--- src/rtl/matmul_sequencer.sv ---
// Program sequencer for the NxN SIMD matrix datapath: fetches, decodes and drives load/MAC/write-back strobes.
// Optional build macro MATSEQ_PERF_EN adds the PERF_CYCLES / PERF_STALLS counters (tied to 0 otherwise).
module matmul_sequencer #(
  parameter int N    = 16,
  parameter int REGN = 512,
  parameter int LogN = $clog2(N),
  parameter int PCW  = $clog2(REGN/2)
) (
  input  logic            CLK,
  input  logic            RSTN,
  input  logic            START,
  output logic [PCW-1:0]  PC_INS,
  output logic            IMEM_REN,
  input  logic [31:0]     INSTRDATA,
  input  logic            DIN_VALID,
  output logic            DIN_READY,
  output logic            LOAD_A,
  output logic            LOAD_B,
  output logic [LogN-1:0] ROW_IDX,
  output logic            MAC_CLR,
  output logic            MAC_EN,
  output logic [LogN-1:0] K_IDX,
  output logic            WB_VALID,
  input  logic            WB_READY,
  output logic            BUSY,
  output logic            DONE,
  output logic            ERR,
  output logic [31:0]     PERF_CYCLES,
  output logic [31:0]     PERF_STALLS
);

  // state  | meaning
  // IDLE   | after reset, waiting for START
  // FETCH  | instruction read issued at PC
  // DECODE | opcode sampled, PC advanced
  // LOAD   | N operand row/column handshakes into MATA or MATB
  // MCLR   | accumulator clear
  // MAC    | N MAC steps, K_IDX 0..N-1
  // DRAIN  | final accumulator update settles
  // WB     | N result-row handshakes
  // HALT   | END reached, DONE held
  // ERROR  | illegal opcode or PC overflow, ERR held
  typedef enum logic [3:0] {
    S_IDLE, S_FETCH, S_DECODE, S_LOAD, S_MCLR, S_MAC, S_DRAIN, S_WB, S_HALT, S_ERROR
  } state_t;

  localparam logic [7:0] OP_LOADB  = 8'h09;
  localparam logic [7:0] OP_LOADA  = 8'h0A;
  localparam logic [7:0] OP_MATMUL = 8'h03;
  localparam logic [7:0] OP_WB     = 8'h04;
  localparam logic [7:0] OP_END    = 8'h80;

  localparam logic [PCW-1:0]  PC_LAST  = PCW'(REGN/2 - 1);
  localparam logic [LogN-1:0] IDX_LAST = LogN'(N - 1);

  state_t          state_q, state_d;
  logic [PCW-1:0]  pc_d;
  logic [LogN-1:0] row_cnt_q, row_cnt_d, row_idx_d, k_idx_d;
  logic            load_a_sel_q, load_a_sel_d;
  logic            imem_ren_d, din_ready_d, load_a_d, load_b_d;
  logic            mac_clr_d, mac_en_d, wb_valid_d, busy_d, done_d, err_d;
  logic [7:0]      opcode;

  // Only the opcode byte is decoded; upper instruction bits are reserved.
  logic unused_instr_hi;
  assign unused_instr_hi = ^INSTRDATA[31:8];
  assign opcode = INSTRDATA[7:0];

  always_comb begin
    state_d      = state_q;
    pc_d         = PC_INS;
    row_cnt_d    = row_cnt_q;
    row_idx_d    = ROW_IDX;
    k_idx_d      = K_IDX;
    load_a_sel_d = load_a_sel_q;
    done_d       = DONE;
    err_d        = ERR;
    load_a_d     = 1'b0;
    load_b_d     = 1'b0;

    case (state_q)
      S_IDLE, S_HALT, S_ERROR: begin
        if (START) begin
          state_d = S_FETCH;
          pc_d    = '0;
          done_d  = 1'b0;
          err_d   = 1'b0;
        end
      end
      S_FETCH: state_d = S_DECODE;
      S_DECODE: begin
        pc_d = (PC_INS == PC_LAST) ? PC_INS : PC_INS + 1'b1;
        if (opcode == OP_END) begin
          state_d = S_HALT;
          done_d  = 1'b1;
        end else if (PC_INS == PC_LAST) begin
          state_d = S_ERROR;
          err_d   = 1'b1;
        end else begin
          case (opcode)
            OP_LOADA, OP_LOADB: begin
              state_d      = S_LOAD;
              row_cnt_d    = '0;
              row_idx_d    = '0;
              load_a_sel_d = (opcode == OP_LOADA);
            end
            OP_MATMUL: begin
              state_d = S_MCLR;
              k_idx_d = '0;
            end
            OP_WB: begin
              state_d   = S_WB;
              row_idx_d = '0;
            end
            default: begin
              state_d = S_ERROR;
              err_d   = 1'b1;
            end
          endcase
        end
      end
      S_LOAD: begin
        // DIN_READY is high throughout LOAD, so DIN_VALID alone marks a handshake.
        // The strobe is registered, so ROW_IDX is set to the row it refers to.
        if (DIN_VALID) begin
          load_a_d  = load_a_sel_q;
          load_b_d  = !load_a_sel_q;
          row_idx_d = row_cnt_q;
          row_cnt_d = row_cnt_q + 1'b1;
          if (row_cnt_q == IDX_LAST) state_d = S_FETCH;
        end
      end
      S_MCLR: begin
        state_d = S_MAC;
        k_idx_d = '0;
      end
      S_MAC: begin
        k_idx_d = K_IDX + 1'b1;
        if (K_IDX == IDX_LAST) state_d = S_DRAIN;
      end
      S_DRAIN: state_d = S_FETCH;
      S_WB: begin
        if (WB_READY) begin
          row_idx_d = ROW_IDX + 1'b1;
          if (ROW_IDX == IDX_LAST) state_d = S_FETCH;
        end
      end
      default: state_d = S_IDLE;
    endcase

    imem_ren_d  = (state_d == S_FETCH);
    din_ready_d = (state_d == S_LOAD);
    mac_clr_d   = (state_d == S_MCLR);
    mac_en_d    = (state_d == S_MAC);
    wb_valid_d  = (state_d == S_WB);
    busy_d      = !(state_d inside {S_IDLE, S_HALT, S_ERROR});
  end

  always_ff @(posedge CLK or negedge RSTN) begin
    if (!RSTN) begin
      state_q      <= S_IDLE;
      PC_INS       <= '0;
      row_cnt_q    <= '0;
      load_a_sel_q <= 1'b0;
      ROW_IDX      <= '0;
      K_IDX        <= '0;
      IMEM_REN     <= 1'b0;
      DIN_READY    <= 1'b0;
      LOAD_A       <= 1'b0;
      LOAD_B       <= 1'b0;
      MAC_CLR      <= 1'b0;
      MAC_EN       <= 1'b0;
      WB_VALID     <= 1'b0;
      BUSY         <= 1'b0;
      DONE         <= 1'b0;
      ERR          <= 1'b0;
    end else begin
      state_q      <= state_d;
      PC_INS       <= pc_d;
      row_cnt_q    <= row_cnt_d;
      load_a_sel_q <= load_a_sel_d;
      ROW_IDX      <= row_idx_d;
      K_IDX        <= k_idx_d;
      IMEM_REN     <= imem_ren_d;
      DIN_READY    <= din_ready_d;
      LOAD_A       <= load_a_d;
      LOAD_B       <= load_b_d;
      MAC_CLR      <= mac_clr_d;
      MAC_EN       <= mac_en_d;
      WB_VALID     <= wb_valid_d;
      BUSY         <= busy_d;
      DONE         <= done_d;
      ERR          <= err_d;
    end
  end

`ifdef MATSEQ_PERF_EN
  logic perf_clr, perf_stall;
  assign perf_clr   = START && (state_q inside {S_IDLE, S_HALT, S_ERROR});
  assign perf_stall = (state_q == S_LOAD && !DIN_VALID) || (state_q == S_WB && !WB_READY);

  // BUSY mirrors the current state, so it gates the cycle counter directly.
  always_ff @(posedge CLK or negedge RSTN) begin
    if (!RSTN) begin
      PERF_CYCLES <= '0;
      PERF_STALLS <= '0;
    end else if (perf_clr) begin
      PERF_CYCLES <= '0;
      PERF_STALLS <= '0;
    end else begin
      if (BUSY && PERF_CYCLES != 32'hFFFF_FFFF) PERF_CYCLES <= PERF_CYCLES + 1'b1;
      if (perf_stall && PERF_STALLS != 32'hFFFF_FFFF) PERF_STALLS <= PERF_STALLS + 1'b1;
    end
  end
`else
  assign PERF_CYCLES = '0;
  assign PERF_STALLS = '0;
`endif

endmodule

--- config.mk ---
export PLATFORM = sky130hd
export DESIGN_NAME = matmul_sequencer
export DESIGN_NICKNAME = d
export VERILOG_FILES = /design/src/rtl/matmul_sequencer.sv
export SDC_FILE = /design/constraint.sdc
export NUM_CORES = 1
export LEC_CHECK = 0
export CORE_MARGIN = 1
export CORE_UTILIZATION = 36
export DETAILED_ROUTE_END_ITERATION = 10
export GPL_TIMING_DRIVEN = 1
export PLACE_DENSITY_LB_ADDON = 0.25
export RECOVER_POWER = 25
export SLEW_MARGIN = 0
export SYNTH_ARGS = -nofsm -noshare
export SYNTH_HDL_FRONTEND = slang
export SYNTH_SLANG_ARGS = --single-unit
--- constraint.sdc ---
create_clock -name CLK -period 1.9 [get_ports CLK]
set_input_delay 0.285 -clock CLK [delete_from_list [all_inputs] [get_ports CLK]]
set_output_delay 0.285 -clock CLK [all_outputs]
set_load 0.01 [all_outputs]
# == Word-level counts from Yosys, hierarchy flattened ==
# Cells that the tools add are included.
# word_totals
output_inout_bits,90
n_memories,0
mem_bits_ro,0
ramBits,0
latchBits,0
reg_bits,35
# classes
multipliers,0
eq_ne,35
n_shift,0
div_mod_pow,0
add_sub_neg,4
n_reduce_logical,20
magnitude_cmp,0
muxes,39
n_bitwise,2
# op_table
op,n
$mux 4,20
$pmux 4 s3,3
$pmux 4 s8,1
$eq 4x3->1 const B,7
$eq 4x4->1 const B,7
$ne 2x2->1 const B,9
$eq 8x4->1 const B,2
$eq 8x8->1 const B,2
$mux 8,2
$pmux 8 s2,1
$add 4x1->4 const B,3
$eq 4x2->1 const B,3
$reduce_and 4->1,3
$mux 1,9
$reduce_bool 3->1,3
$add 8x1->8 const B,1
$eq 4x1->1 const B,2
$eq 8x2->1 const B,1
$eq 8x3->1 const B,1
$logic_not 4->1,2
$pmux 4 s2,1
$reduce_and 3->1,2
$reduce_and 6->1,1
$reduce_or 3->1,2
8 further kinds,12

# == Longest topological paths before layout ==
# logic_depth
word_depth,9
mapped_depth,7
ltp_nobuf,6

# == Worst setup path before layout ==
# OpenSTA, ideal clock, no wires.
# synth_path
path_kind,register to register
startpoint,register PC_INS[0]
endpoint,register BUSY
n_path_buf,0
required_time_ns,1.768
path_slack_ns,-0.016
setup_time_ns,0.132
period_less_slack_ns,1.916
path_stages_with_launch,6
arrival_ns,1.785
cell_sequence,dfrtp_1 > ha_1 > and3_1 > a21boi_0 > a311o_1 > or3b_1
# synth_between
elab_chain_len,7
# synth_rtl
item,line,source
start: declaration,12,"output logic [PCW-1:0] PC_INS,"
start signal: assignment,179,PC_INS <= pc_d;
$eq 8x8->1 *,96,end else if (PC_INS == PC_LAST) begin
$mux 4 *,96,
$mux 4 *,93,if (opcode == OP_END) begin
$pmux 4 s8 *,81,case (state_q)
named net state_d[2],56,"state_t state_q, state_d;"
$eq 4x4->1 / $logic_not 4->1 (equally long branches),156,"busy_d = !(state_d inside {S_IDLE, S_HALT, S_ERROR});"
$reduce_bool 3->1 *,156,
$logic_not 1->1 *,156,
named net busy_d,61,"logic mac_clr_d, mac_en_d, wb_valid_d, busy_d, done_d, err_d;"
end signal: assignment,191,BUSY <= busy_d;
end: declaration,25,"output logic BUSY,"
# Mark *: on every way through the listed nets, which the timed path passes. The rest lies on a longest branch.
# A chain may end at the register's enable or synchronous reset.

# == Worst setup path in the final report ==
# layout_path
startpoint,input port INSTRDATA[7]
endpoint,register BUSY
# layout_between
elab_chain_len,9
# layout_rtl
item,line,source
start: declaration,14,"input logic [31:0] INSTRDATA,"
$eq 8x4->1,100,case (opcode)
$reduce_or 2->1,100,
$pmux 4 s3,100,
$mux 4,96,
$mux 4 *,93,
$pmux 4 s8 *,81,
named net state_d[2],56,
$eq 4x4->1 / $logic_not 4->1 (equally long branches),156,
$reduce_bool 3->1 *,156,
$logic_not 1->1 *,156,
named net busy_d,61,
# Marks and branches as above.

==> flow_summary.yaml <==
run_status:
  status: "finished, final reports clean"
drt:
  drc: 0
  drt-wirelength-per-cell_um: 12.22
  drtPass1Iterations: 4
  antenna_left: 0
  vias: 2056
  viasPerCell: 4.694
  drt_wl_total_um: 5353
  drt_iter0_drc: 126
job:
  drv_cap: 0
worst_setup_path:
  crit_path_end_kind: "flop"
  cpMaxStageDelayCell: "clkdlybuf4s50_1"
  critPathLaunchType: "input pin"
  cp_top_family: "buffers and inverters"
  slowest_delay_ps: 490
  worstPathCellList: "clkdlybuf4s50_1 > nor4_1 > buf_4 > buf_4 > a21boi_0 > buf_4 > a311o_1 > or3b_1"
  cp_max_fo: 5
  cp.required_ps: 2070
  critPathKind: "input pin to flop"
  crit_top_cell: "buf_4"
  path_buf_inv: 4
  crit_arrival_ps: 2040
timing:
  fmax_mhz: 532.9
  rsz0062_at_grt: "yes"
  finalSetupViolCount: 0
  fin_skew_ps: 7.572
  relSlewSlack_pct: 40.48
  setup_slack_ps: 23.51
  finalCritPeriodShare_pct: 98.76
  period_needed_ps: 1876
  slew_violations: 0
  whs_ps: 474.1
  finalHoldViolations: 0
  worst_slew_pin_slew_ps: 892.7
yosys:
  syn_avg_cell_area_um2: 8.928
  synthesis.area_um2: 2375
  synth-seq-cells: 35
  synthArstFlopShare_pct: 100.0
  synth_edf_count: 0
  ys_warn_count: 0
  syn_inst: 266
  ys.flop_type: "dfrtp_1"
  synth_seq_area_share_pct: 36.88
  synth.distinct_cells: 49
clock_network:
  clk_latency_ps: 290
  h-tree-depth: 2
  cts_tree: "built"
  cts_root_buf: "clkbuf_8"
  cts_hold_buf: 0
  clock-sinks: 35
  clk_path_buf_depth: 2
  cts_made_buffers: 5
  clk_pin_slew_worst_paths_ps: 80
placement:
  pre_cts_ws_ps: -491.3
  place_congestion: 0.8148
  port_buffers: 38
  dp_hpwl_um: 4047
  place_inst: 427
power_and_ir_drop:
  power_uw: 3661
  power_leakage_uw: 0.001534
  netSwitchingPower_uw: 1342
  switching_share_pct: 36.64
  internal_power_uw: 2320
  vdd_drop_max_mv: 0.5438
  combPwrFrac_pct: 50.6
  power.share.clock_pct: 19.5
  seq_power_share_pct: 29.9
  powerDensity_nw_per_um2: 1142
die:
  core_area_um2: 6350
  core.rowCount: 29
  dieArea_um2: 6926
  start_util_pct: 37.40
  die_w_um: 83.22
  io_pins: 127
  fp.dieH_um: 83.22
grt:
  overflow: 0
  antenna_found_initial: 0
  grt_max_degree: 36
  grt_pass1_wl_um: 8852
  grt.total_usage_pct: 15.84
  grt_pass1_vias: 1855
min_path:
  hold_path.class: "flop to flop"
layout:
  instances_no_fill: 438
  final_layout_size_suffix_gt1_share_pct: 21.88
  layout_commonest_cell: "conb_1"
  nNetsFinal: 401
  num_antenna_cells: 0
  final_cell_mix: "conb_1, buf_4, dfrtp_1, clkdlybuf4s50_1, nand2_1"
  synthToLayoutAreaGrowth_pct: 34.98
-- worst register-to-register path, cell delays in order (launching register included) --
cell and delay, ps:
dfrtp_1 360, ha_2 210, nand3_1 100, o21ai_1 330, o21ai_1 140, o211ai_1 170
or3b_1 390
-- registers in the layout (all words and copies together) (netlist names) --
register / flops
BUSY: 1
state_q: 4
LOAD_A: 1
MAC_CLR: 1
WB_VALID: 1
K_IDX: 4
ERR: 1
MAC_EN: 1
row_cnt_q: 4
IMEM_REN: 1
LOAD_B: 1
DONE: 1
DIN_READY: 1
ROW_IDX: 4
load_a_sel_q: 1
PC_INS: 8
-- metal layers --
layer  part of all wire (%)  vias to the layer above  track usage (%)  wire (um)
met2                     50                       55            27.12       2701
met5                      0                        -                0          0
met4                   0.97                        0            4.702         52
li1                       -                     1005                -          -
met1                     44                      991            20.09       2368
met3                    4.3                        5            3.181        231
-- metrics by stage --
stage	TNS, ps	area, um2	utilization, %
2_1_floorplan	0	2614	-
3_3_place_gp	-4909	2994	47.15
3_5_place_dp	-5158	2994	47.15
4_1_cts	0	3163	49.81
5_1_grt	-288.7	3206	50.48
6_report	0	3206	50.48
-- power groups by stage --
stage / Sequential [uW] / Clock [uW] / Combinational, uW
after floorplan: 1200 / 0 / 906
after global placement: 1100 / 0 / 1790
after detailed placement: 1100 / 0 / 1810
after CTS: 1090 / 730 / 1830
after global routing: 1130 / 759 / 2050
final: 1090 / 715 / 1850
-- timing repair --
item,in CTS,in global routing
hold endpoints to repair,0,0
buffers inserted,1,2
gates cloned,0,0
pin swaps,3,3
resized for setup,13,9
setup endpoints to repair,6,21
-- logic make-up after synthesis --
logic type / after synthesis / synth area share (%)
other: 1 / 0.1579
AO/OA/AOI/OAI: 57 / 14.86
adder cells (fa/ha/maj): 4 / 2.108
multiplexers: 2 / 0.8957
flip-flops: 35 / 36.88
buffers and inverters: 73 / 21.97
XOR/XNOR: 4 / 1.476
AND/OR/NAND/NOR: 90 / 21.66
-- synth_stat cells, types with 2 or more instances --
cell | count | area, um2
nor3_1 | 3 | 15.01
o21ai_0 | 21 | 105.1
buf_2 | 3 | 15.01
a211o_1 | 2 | 17.52
ha_1 | 4 | 50.05
nor2b_1 | 3 | 18.77
clkbuf_1 | 3 | 11.26
dfrtp_1 | 35 | 875.8
xor2_1 | 3 | 26.28
o22ai_1 | 2 | 12.51
buf_4 | 65 | 488.0
nor4b_1 | 3 | 26.28
nor3b_1 | 4 | 30.03
o21a_1 | 3 | 22.52
and2_1 | 3 | 18.77
nor4_1 | 3 | 18.77
nand2_1 | 17 | 63.81
nor2_1 | 15 | 56.30
inv_1 | 2 | 7.510
and3_1 | 5 | 31.28
nand3_1 | 12 | 60.06
a31oi_1 | 6 | 37.54
a41oi_1 | 2 | 17.52
a21oi_1 | 12 | 60.06
nand3b_1 | 4 | 30.03
o31ai_1 | 2 | 15.01
nand4_1 | 5 | 31.28
nor4bb_1 | 3 | 30.03
-- final cells by class --
type,count,area [um2]
flip-flops and latches,35,875.8
multi-input cells,221,1289
repair buffers,95,819.5
fillers,598,3144
clock inverters,2,35.03
clock buffers,6,82.58
inverters,2,7.507
well taps,77,96.34
-- final timing paths --
check	from	slack [ps]	endpoint	cells past startpoint
max	INSTRDATA[7]	20	BUSY$_DFF_PN0_	8
min	ERR$_DFFE_PN0P_	470	ERR$_DFFE_PN0P_	2
max reg2reg	PC_INS[0]$_DFFE_PN0P_	80	BUSY$_DFF_PN0_	6
min reg2reg	ERR$_DFFE_PN0P_	470	ERR$_DFFE_PN0P_	2
max in group asynchronous	RSTN	700	K_IDX[2]$_DFFE_PN0P_	2
min in group asynchronous	RSTN	640	row_cnt_q[2]$_DFFE_PN0P_	2
Power figures use the tool's default switching activity.
